`src/rtl/cpu_step_controller.sv`:
```
// Debugger step sequencer: gates the CPU clock enable for one bus cycle, one
// instruction, up to a breakpoint, or until halted, then pulses completion.
module cpu_step_controller #(
    parameter int COUNT_WIDTH    = 24,
    parameter int TIMEOUT_CYCLES = 1000000
) (
    input  logic                   i_clk,
    input  logic                   i_reset_n,
    input  logic                   i_start_step,
    input  logic [1:0]             i_mode,
    input  logic                   i_bp_enable,
    input  logic [15:0]            i_bp_address,
    input  logic                   i_halt,
    input  logic                   i_cpu_sync,
    input  logic [15:0]            i_cpu_address,
    output logic                   o_cpu_clk_en,
    output logic                   o_step_completed,
    output logic                   o_busy,
    output logic [2:0]             o_stop_reason,
    output logic [COUNT_WIDTH-1:0] o_cycle_count
);

    typedef enum logic [1:0] {
        IDLE = 2'd0,
        RUN  = 2'd1,
        DONE = 2'd2
    } state_t;

    localparam logic [COUNT_WIDTH-1:0] TIMEOUT_LIMIT = COUNT_WIDTH'(TIMEOUT_CYCLES);
    localparam logic [COUNT_WIDTH-1:0] COUNT_MAX     = {COUNT_WIDTH{1'b1}};

    state_t                   state_reg;
    logic [1:0]               mode_reg;
    logic                     start_prev_reg;
    logic                     start_armed_reg;
    logic [COUNT_WIDTH-1:0]   count_reg;
    logic [2:0]               reason_reg;
    logic                     completed_reg;
    logic                     busy_reg;

    logic                     started_once;
    logic                     at_boundary;
    logic                     mode_hit;
    logic [2:0]               mode_reason;
    logic                     timeout_hit;
    logic                     stop_cond;
    logic [2:0]               stop_reason;
    logic                     start_detect;

    // A start needs the request to have been seen low since reset, so a
    // request still held high across a reset cannot launch a step.
    assign start_detect = i_start_step && !start_prev_reg && start_armed_reg;

    always_comb begin
        started_once = (count_reg != '0);
        at_boundary  = started_once && i_cpu_sync;
        mode_hit     = 1'b0;
        mode_reason  = 3'd0;
        case (mode_reg)
            2'd0: begin
                mode_hit    = started_once;
                mode_reason = 3'd1;
            end
            2'd1: begin
                mode_hit    = at_boundary;
                mode_reason = 3'd2;
            end
            2'd2: begin
                mode_hit    = at_boundary && i_bp_enable && (i_cpu_address == i_bp_address);
                mode_reason = 3'd3;
            end
            2'd3: begin
                mode_hit    = at_boundary && i_halt;
                mode_reason = 3'd4;
            end
        endcase
        timeout_hit = ((mode_reg == 2'd1) || (mode_reg == 2'd2)) && (count_reg >= TIMEOUT_LIMIT);
        stop_cond   = mode_hit || timeout_hit;
        stop_reason = mode_hit ? mode_reason : 3'd5;
    end

    // Combinational so that the stopping clock never advances the CPU and an
    // asynchronous reset removes the enable immediately.
    assign o_cpu_clk_en     = (state_reg == RUN) && !stop_cond;
    assign o_step_completed = completed_reg;
    assign o_busy           = busy_reg;
    assign o_stop_reason    = reason_reg;
    assign o_cycle_count    = count_reg;

    always_ff @(posedge i_clk or negedge i_reset_n) begin
        if (!i_reset_n) begin
            state_reg       <= IDLE;
            mode_reg        <= 2'd0;
            start_prev_reg  <= 1'b0;
            start_armed_reg <= 1'b0;
            count_reg       <= '0;
            reason_reg      <= 3'd0;
            completed_reg   <= 1'b0;
            busy_reg        <= 1'b0;
        end else begin
            start_prev_reg <= i_start_step;
            if (!i_start_step) begin
                start_armed_reg <= 1'b1;
            end
            completed_reg <= 1'b0;
            case (state_reg)
                IDLE: begin
                    if (start_detect) begin
                        mode_reg   <= i_mode;
                        count_reg  <= '0;
                        reason_reg <= 3'd0;
                        busy_reg   <= 1'b1;
                        state_reg  <= RUN;
                    end
                end
                RUN: begin
                    if (stop_cond) begin
                        reason_reg    <= stop_reason;
                        completed_reg <= 1'b1;
                        state_reg     <= DONE;
                    end else if (count_reg != COUNT_MAX) begin
                        count_reg <= count_reg + 1'b1;
                    end
                end
                DONE: begin
                    busy_reg  <= 1'b0;
                    state_reg <= IDLE;
                end
                default: begin
                    busy_reg  <= 1'b0;
                    state_reg <= IDLE;
                end
            endcase
        end
    end

endmodule

```
`config.mk`:
```
export PLATFORM = sky130hd
export DESIGN_NAME = cpu_step_controller
export DESIGN_NICKNAME = d
export VERILOG_FILES = /design/src/rtl/cpu_step_controller.sv
export SDC_FILE = /design/constraint.sdc
export NUM_CORES = 1
export LEC_CHECK = 0
export CAP_MARGIN = 0
export CORE_MARGIN = 3
export CORE_UTILIZATION = 30
export DETAILED_ROUTE_END_ITERATION = 6
export PLACE_DENSITY_LB_ADDON = 0.25
export SLEW_MARGIN = 10
export SYNTH_ARGS = -nofsm -noshare
export SYNTH_HDL_FRONTEND = slang
export SYNTH_SLANG_ARGS = --single-unit
```
`constraint.sdc`:
```
create_clock -name i_clk -period 5.9 [get_ports i_clk]
set_input_delay 1.77 -clock i_clk [delete_from_list [all_inputs] [get_ports i_clk]]
set_output_delay 1.77 -clock i_clk [all_outputs]
set_load 0.05 [all_outputs]
```
==> results of run 1 <==
==> power groups by stage <==
stage               Clock (mW)  Combinational [mW]  Sequential [mW]
floorplan                    0               0.285            0.417
global placement             0               0.518            0.326
detailed placement           0               0.522            0.327
CTS                      0.200               0.524            0.323
global route             0.213               0.560            0.332
finish                   0.195               0.518            0.323
==> kinds of logic (layout without fill, tap and decap cells) <==
family / after synthesis / after routing / share of synthesized area
buffers and inverters: 17 / 88 / 0.0384
adders and majority gates: 6 / 6 / 0.0344
xor gates and xnor gates: 17 / 17 / 0.0682
and+or+nand+nor: 104 / 104 / 0.265
muxes: 3 / 3 / 0.0149
DFF: 35 / 35 / 0.401
AOI/OAI and AO/OA: 49 / 49 / 0.178
==> per-layer routing <==
layer,vias to the layer above,wire [um]
met4,0,63
met3,6,196
met2,30,2750
met1,957,2640
met5,-,0
li1,988,-
==> metrics by stage <==
step	area [sq um]	total power, mW	hold WS, ns	setup slack, ns	utilization
final	3060	1.04	0.480	0.578	0.443
after global routing	3060	1.11	0.498	0.453	0.443
after floorplan	2180	0.702	0.435	1.14	-
after global placement	2960	0.843	0.460	0.639	0.428
after detailed placement	2960	0.849	0.477	0.574	0.428
after CTS	3060	1.05	0.495	0.573	0.443
==> synthesized netlist by cell type, types with 4 or more instances <==
library cell,number
or3_1,5
nor4_1,4
nand2_1,21
nor2_1,13
and4_1,4
and3_1,12
ha_1,6
a21o_1,7
dfrtp_1,35
nand2b_1,4
nand4_1,10
nand3_1,9
xnor2_1,17
a221o_1,11
o21ai_0,12
a21boi_0,6
nor3_1,4
inv_1,9
==> cell type report <==
type,count,area [sq um],area share
Multi-Input combinational cell,179,1220,0.400
Sequential cell,35,876,0.287
Timing Repair Buffer,71,703,0.230
Tap cell,96,120,0.0393
Clock buffer,8,100,0.0327
Inverter,9,33.8,0.0111
==> path summary, 6_finish.rpt <==
path,endpoint,slack (ns),cells past startpoint
setup / recovery,o_cpu_clk_en,0.58,8
hold / removal,start_armed_reg,0.48,1
setup reg to reg,o_cycle_count[20],2.85,9
hold reg to reg,start_armed_reg,0.48,1
max in group asynchronous,o_cycle_count[15],3.68,2
min in group asynchronous,state_reg[0],1.90,2
==> layout by cell type, fill, tap and decap left out, drive strengths merged, types with 4 or more instances in the layout <==
| cell | Yosys | final |
|---|---|---|
| ha | 6 | 6 |
| nor3 | 6 | 6 |
| a21o | 7 | 7 |
| nand2b | 4 | 4 |
| xnor2 | 17 | 17 |
| a221o | 11 | 11 |
| nor4 | 4 | 4 |
| clkdlybuf4s50 | 0 | 68 |
| inv | 9 | 9 |
| and3 | 12 | 12 |
| a21boi | 6 | 6 |
| nand4 | 10 | 10 |
| or3 | 5 | 5 |
| and4 | 4 | 4 |
| o21ai | 12 | 12 |
| dfrtp | 35 | 35 |
| nand2 | 21 | 21 |
| nor2 | 14 | 14 |
| clkbuf | 3 | 8 |
| nand3 | 9 | 9 |
==> critical path, delay by kind of cell <==
family                 cells  cell delay, ns
buffers and inverters      2            0.68
XOR/XNOR                   1            0.12
AO/OA/AOI/OAI              2            0.40
AND/OR/NAND/NOR            3            0.59
==> metrics.yaml, run 1 <==
clocking:
  numCtsBuffers: 5
  max-clock-path-buffers: 2
  cts_resized: 0
  cts_tree: "yes"
  post_cts_buffers: 0
  ctsHoldBuffers: 0
  clock-sinks: 35
  clk-insertion-delay-late_ns: 0.29
  htree_levels: 2
  cts_root_buffer: "clkbuf_8"
  clkTransAtPathRegs_ns: 0.07
finish:
  nNetsFinal: 347
  instances_no_fill: 398
  fillers: 710
  antennaDiodeCount: 0
  largest_register_ffs: 24
  drive_gt1_frac: 0.0728
  syn2layout_area_growth_pct: 40.0
critical_path:
  critPathRequiredTime_ns: 4.13
  r2r_start: "o_cycle_count[0]"
  critical_path.slowest_cell: "clkdlybuf4s50_1"
  cp_max_fo: 4
  critPathMaxStageDelay_ns: 0.49
  critPathKind: "in2out"
  critPathLaunchType: "input port"
  critPathCaptureType: "primary output"
  crit_start: "i_cpu_address[2]"
  crit_chain: "clkdlybuf4s50_1 -> xnor2_1 -> nand3_1 -> nor3_1 -> a31o_2 -> a21boi_0 -> and2_1 -> buf_4"
  crit_arrival_ns: 3.55
synth:
  synth_area_leaders: "dfrtp_1 40%, xnor2_1 6.8%, a221o_1 5.0%, nand2_1 3.6%, and3_1 3.4%"
  synth_top_cell_area_share: 0.401
  synth_edf_count: 0
  yosysSeqAreaShare: 0.401
  synth_area_leader_cell: "dfrtp_1"
  synth_ff_type: "dfrtp_1"
  synth-seq-cells: 35
  syn-cell-area_sq_um: 2180
  yosys_warnings: 0
  synthCells: 231
  syn_avg_cell_area_sq_um: 9.45
  async_flop_share: 1.00
  yosys.cell_types.count: 44
  synth_nets: 277
detailed_routing:
  antenna_left: 0
  first_pass_iters: 4
  wl_mm: 5.65
  routed_via_density: 4.98
  vias: 1981
  first_iter_violations: 109
  drc_errors: 0
  wl_per_cell_um: 14.2
global_route:
  grt_overflow: 0
  track_usage: 0.139
  gr-max-usage-layer: "met2"
  grtUsageMet1: 0.187
  grt_max_degree: 43
  globalRouteMet3Util: 0.0423
  grt_pass1_wl_mm: 9.18
  grt_pass1_vias: 1804
  met2_usage: 0.217
  antenna_found_initial: 0
pwr:
  p_leak_nw: 1.33
  power.density_nw_per_um2: 339
  ir_drop_mv: 0.306
  combPwrFrac: 0.501
  p_sw_uw: 457
  p_sw_frac: 0.441
  clkPwrFrac: 0.188
  seq_power_share: 0.312
  p_int_uw: 579
placement:
  gp_congestion: 0.807
  placed_cells: 390
  io_buffers: 69
  dp_hpwl_mm: 4.25
die:
  core_area_sq_um: 6910
  pin_count: 70
  initial_core_util: 0.316
  dieArea_sq_um: 8340
  dieWidth_um: 91.3
  fp-row-count: 30
  die_h_um: 91.3
sta:
  drv_slew: 0
  period_share: 0.902
  worstMarginPinSlew_ns: 0.849
  setup_viol: 0
  slew_headroom: 0.433
  clock_skew_ns: 0.00547
  fin_tns_setup_ns: 0
  rsz0062_at_grt: "false"
  fin_crit_ns: 5.32
  finalHoldViolations: 0
  max_clock_freq_mhz: 188
status:
  outcome: "finished clean"
min_path:
  hold_path_class: "reg2reg"
  worstHoldStart: "start_armed_reg"
job:
  max_cap_violations: 0
No activity file was read; power rests on OpenSTA's default activity.
==> inputs of run 2 (changes only) <==
Settings changed: CORE_ASPECT_RATIO set to 0.6.
==> metrics.yaml, run 2 (synthesized netlist as in run 1, its figures left out) <==
critical_path:
  r2r_start: "o_cycle_count[0]"
  crit_start: "i_bp_address[0]"
  r2r_cells: 9
  rrSetupSlack_ns: 2.68
  cp_max_fo: 4
  critPathKind: "in2out"
  critPathLaunchType: "input port"
  crit_arrival_ns: 3.53
  critical_path.slowest_cell: "clkdlybuf4s50_1"
  crit_chain: "clkdlybuf4s50_1 -> xnor2_1 -> nand4_1 -> nor3_1 -> a31o_2 -> a21boi_0 -> and2_1 -> buf_4"
  critPathCaptureType: "primary output"
  critPathMaxStageDelay_ns: 0.48
  rr_endpoint: "o_cycle_count[0]"
  critPathRequiredTime_ns: 4.13
pwr:
  ir_drop_mv: 0.146
  power.density_nw_per_um2: 356
  p_leak_nw: 1.35
sta:
  max_clock_freq_mhz: 189
  clock_skew_ns: 0.00620
  setup_viol: 0
  finalHoldViolations: 0
  rsz0062_at_grt: "false"
  slew_headroom: 0.374
  fin_crit_ns: 5.30
  period_share: 0.898
  fin_tns_setup_ns: 0
  drv_slew: 0
  worstMarginPinSlew_ns: 0.938
detailed_routing:
  vias: 2001
  first_pass_iters: 4
  drc_errors: 0
  routed_via_density: 5.14
  wl_mm: 5.73
  wl_per_cell_um: 14.7
  antenna_left: 0
  first_iter_violations: 161
clocking:
  clock-sinks: 35
  max-clock-path-buffers: 2
  ctsHoldBuffers: 0
  post_cts_buffers: 0
  cts_tree: "yes"
  cts_resized: 0
  numCtsBuffers: 5
  cts_root_buffer: "clkbuf_16"
  clk-insertion-delay-late_ns: 0.28
  clkTransAtPathRegs_ns: 0.05
  htree_levels: 2
min_path:
  holdPathEnd: "start_armed_reg"
  worstHoldPathCells: 1
  worstHoldStart: "start_armed_reg"
  hold_path_class: "reg2reg"
finish:
  mostFrequentLayoutCell: "clkdlybuf4s50_1"
  syn2layout_area_growth_pct: 41.2
  final_cell_mix: "68 x clkdlybuf4s50_1, 35 x dfrtp_1, 21 x nand2_1"
  fillers: 677
  nNetsFinal: 347
  drive_gt1_frac: 0.0695
  largest_register_ffs: 24
  final_core_util: 0.450
  antennaDiodeCount: 0
die:
  pin_count: 70
  dieArea_sq_um: 8370
  dieWidth_um: 116
  initial_core_util: 0.319
  die_h_um: 72.1
  core_area_sq_um: 6850
  fp-row-count: 23
global_route:
  antenna_found_initial: 0
  grt_max_degree: 43
  grt_pass1_vias: 1896
  grt_pass1_wl_mm: 9.67
  track_usage: 0.147
  grt_overflow: 0
job:
  max_cap_violations: 0
status:
  outcome: "finished clean"
placement:
  gp_congestion: 0.741
  io_buffers: 69
  dp_hpwl_mm: 4.40
run 2: worst max path at each step:
stage / endpoint / slack [ns] / cells past startpoint
4_1_cts: o_cpu_clk_en / 0.60 / 8
2_1_floorplan: o_cpu_clk_en / 1.14 / 5
3_3_place_gp: o_cpu_clk_en / 0.61 / 8
6_report: o_cpu_clk_en / 0.60 / 8
5_1_grt: o_cpu_clk_en / 0.46 / 8
3_5_place_dp: o_cpu_clk_en / 0.60 / 8
run 2: power breakdown:
part / switching, mW / total [mW] / internal (mW)
logic: 0.334 / 0.524 / 0.190
registers: 0.0409 / 0.324 / 0.283
clock network: 0.0935 / 0.249 / 0.156
run 2: metrics by stage:
step	std cells	cell area (sq um)	hold slack, ns	total power [mW]	setup slack [ns]
3_5_place_dp	381	2950	0.455	0.855	0.602
6_report	389	3080	0.470	1.10	0.601
5_1_grt	389	3080	0.495	1.17	0.463
3_3_place_gp	381	2950	0.450	0.851	0.611
2_1_floorplan	231	2180	0.435	0.702	1.14
4_1_cts	389	3080	0.471	1.11	0.596
run 2: cell type report:
type	instances	area, sq um	share of cell area
multi-input cells	179	1220	0.397
clock buffers	7	133	0.0430
well taps	87	109	0.0353
repair buffers	71	703	0.228
flip-flops and latches	35	876	0.284
clock inverters	1	5.00	0.00162
inverters	9	33.8	0.0110
run 2: routing by layer:
metal	vias to the layer above	share of wire	track usage
met4	0	0.011	0.0425
met3	7	0.058	0.0375
li1	996	-	-
met1	952	0.53	0.224
met2	46	0.40	0.204
met5	-	0	0
run 2: worst max-delay path, delay by kind of cell:
| family | cells | cell delay, ns |
|---|---|---|
| AO/OA/AOI/OAI | 2 | 0.40 |
| AND/OR/NAND/NOR | 3 | 0.57 |
| buffers and inverters | 2 | 0.67 |
| XOR/XNOR | 1 | 0.12 |
==> inputs of run 3 (changes only) <==
Settings changed: PLACE_DENSITY_LB_ADDON 0.25 to not set.
Clock period 5.9 ns to 6.53 ns, I/O delays scaled along.
==> metrics.yaml, run 3 (synthesized netlist as in run 1, its figures left out) <==
sta:
  rsz0062_at_grt: "false"
  fin_crit_ns: 6.19
  fin_ws_ns: 0.341
  setup_viol: 0
  fin_tns_setup_ns: 0
  worstMarginPinSlew_ns: 0.882
  clock_skew_ns: 0.00668
  finalHoldViolations: 0
  period_share: 0.948
  slew_headroom: 0.411
  max_clock_freq_mhz: 162
  drv_slew: 0
  holdWs_ns: 0.465
placement:
  preCtsSetupSlack_ns: 0.325
  dp_hpwl_mm: 4.58
  gp_congestion: 0.776
  io_buffers: 69
global_route:
  grt_max_degree: 43
  antenna_found_initial: 0
  track_usage: 0.149
  grt_overflow: 0
  grt_pass1_wl_mm: 9.94
  grt_pass1_vias: 1920
detailed_routing:
  wl_mm: 5.99
  first_iter_violations: 156
  first_pass_iters: 4
  drc_errors: 0
  routed_via_density: 5.06
  antenna_left: 0
  vias: 1970
  wl_per_cell_um: 15.4
pwr:
  p_sw_frac: 0.428
  p_sw_uw: 427
  p_leak_nw: 1.35
  seq_power_share: 0.294
  power.density_nw_per_um2: 323
  clkPwrFrac: 0.227
  combPwrFrac: 0.479
  finalPower_uw: 997
  ir_drop_mv: 0.209
  p_int_uw: 570
critical_path:
  critPathRequiredTime_ns: 4.57
  crit_chain: "clkdlybuf4s50_1 -> xnor2_1 -> nand4_1 -> nor3_1 -> a31o_2 -> a21boi_0 -> and2_1 -> clkdlybuf4s50_1"
  critPathCaptureType: "primary output"
  critPathTopFamily: "buffers and inverters"
  critical_path.slowest_cell: "clkdlybuf4s50_1"
  cp_max_fo: 4
  critPathMaxStageDelay_ns: 0.70
  critPathKind: "in2out"
  crit_arrival_ns: 4.23
  path_buf_inv: 2
  critPathLaunchType: "input port"
  crit_top_cell: "clkdlybuf4s50_1"
clocking:
  clk-insertion-delay-late_ns: 0.27
  htree_levels: 2
  ctsHoldBuffers: 0
  post_cts_buffers: 0
  clkTransAtPathRegs_ns: 0.05
  numCtsBuffers: 5
  cts_root_buffer: "clkbuf_16"
  cts_tree: "yes"
  clock-sinks: 35
  max-clock-path-buffers: 2
  cts_resized: 0
finish:
  syn2layout_area_growth_pct: 41.3
  drive_gt1_frac: 0.0662
  antennaDiodeCount: 0
  mostFrequentLayoutCell: "clkdlybuf4s50_1"
  largest_register_ffs: 24
  final_cell_mix: "69 x clkdlybuf4s50_1, 35 x dfrtp_1, 21 x nand2_1"
  nNetsFinal: 347
die:
  pin_count: 70
  die_h_um: 72.1
  initial_core_util: 0.319
  dieWidth_um: 116
  fp-row-count: 23
  dieArea_sq_um: 8370
  core_area_sq_um: 6850
min_path:
  hold_path_class: "reg2reg"
job:
  max_cap_violations: 0
status:
  outcome: "finished clean"
run 3: cell types whose count changed in the layout (fill, tap and decap cells not counted):
| cell | before | now |
|---|---|---|
| clkdlybuf4s50_1 | 68 | 69 |
| buf_4 | 3 | 2 |
run 3: final cells by class:
type	count	area, sq um
clock buffer	7	133
timing repair buffer	71	706
inverter	9	33.8
sequential	35	876
clock inverter	1	5.00
fill	682	3760
multi-input combinational	179	1220
tap	87	109
run 3: per-stage QoR:
step	cells	cell area [sq um]	util
floorplan	231	2180	-
global placement	381	2950	0.430
detailed placement	381	2950	0.430
CTS	389	3090	0.450
global route	389	3090	0.450
finish	389	3090	0.450
run 3: worst paths after layout:
path	depth (start not counted)	slack (ns)	start	to
max in group asynchronous	2	4.10	i_reset_n	mode_reg[1]
hold reg to reg	1	0.47	start_armed_reg	start_armed_reg
setup reg to reg	9	3.34	o_cycle_count[0]	o_cycle_count[19]
hold / removal	1	0.47	start_armed_reg	start_armed_reg
setup / recovery	8	0.34	i_bp_address[1]	o_cpu_clk_en
min in group asynchronous	2	2.10	i_reset_n	start_armed_reg
run 3: routing by layer:
| layer | global-route usage | part of all wire |
|---|---|---|
| met1 | 0.235 | 0.54 |
| met2 | 0.211 | 0.42 |
| met3 | 0.0350 | 0.044 |
| met4 | 0.0193 | 0.0017 |
| met5 | 0 | 0 |
run 3: power by group through the flow:
stage | logic [mW] | registers [mW] | clock network, mW
2_1_floorplan | 0.257 | 0.377 | 0
3_3_place_gp | 0.476 | 0.296 | 0
3_5_place_dp | 0.482 | 0.296 | 0
4_1_cts | 0.484 | 0.293 | 0.233
5_1_grt | 0.523 | 0.301 | 0.242
6_report | 0.478 | 0.293 | 0.226
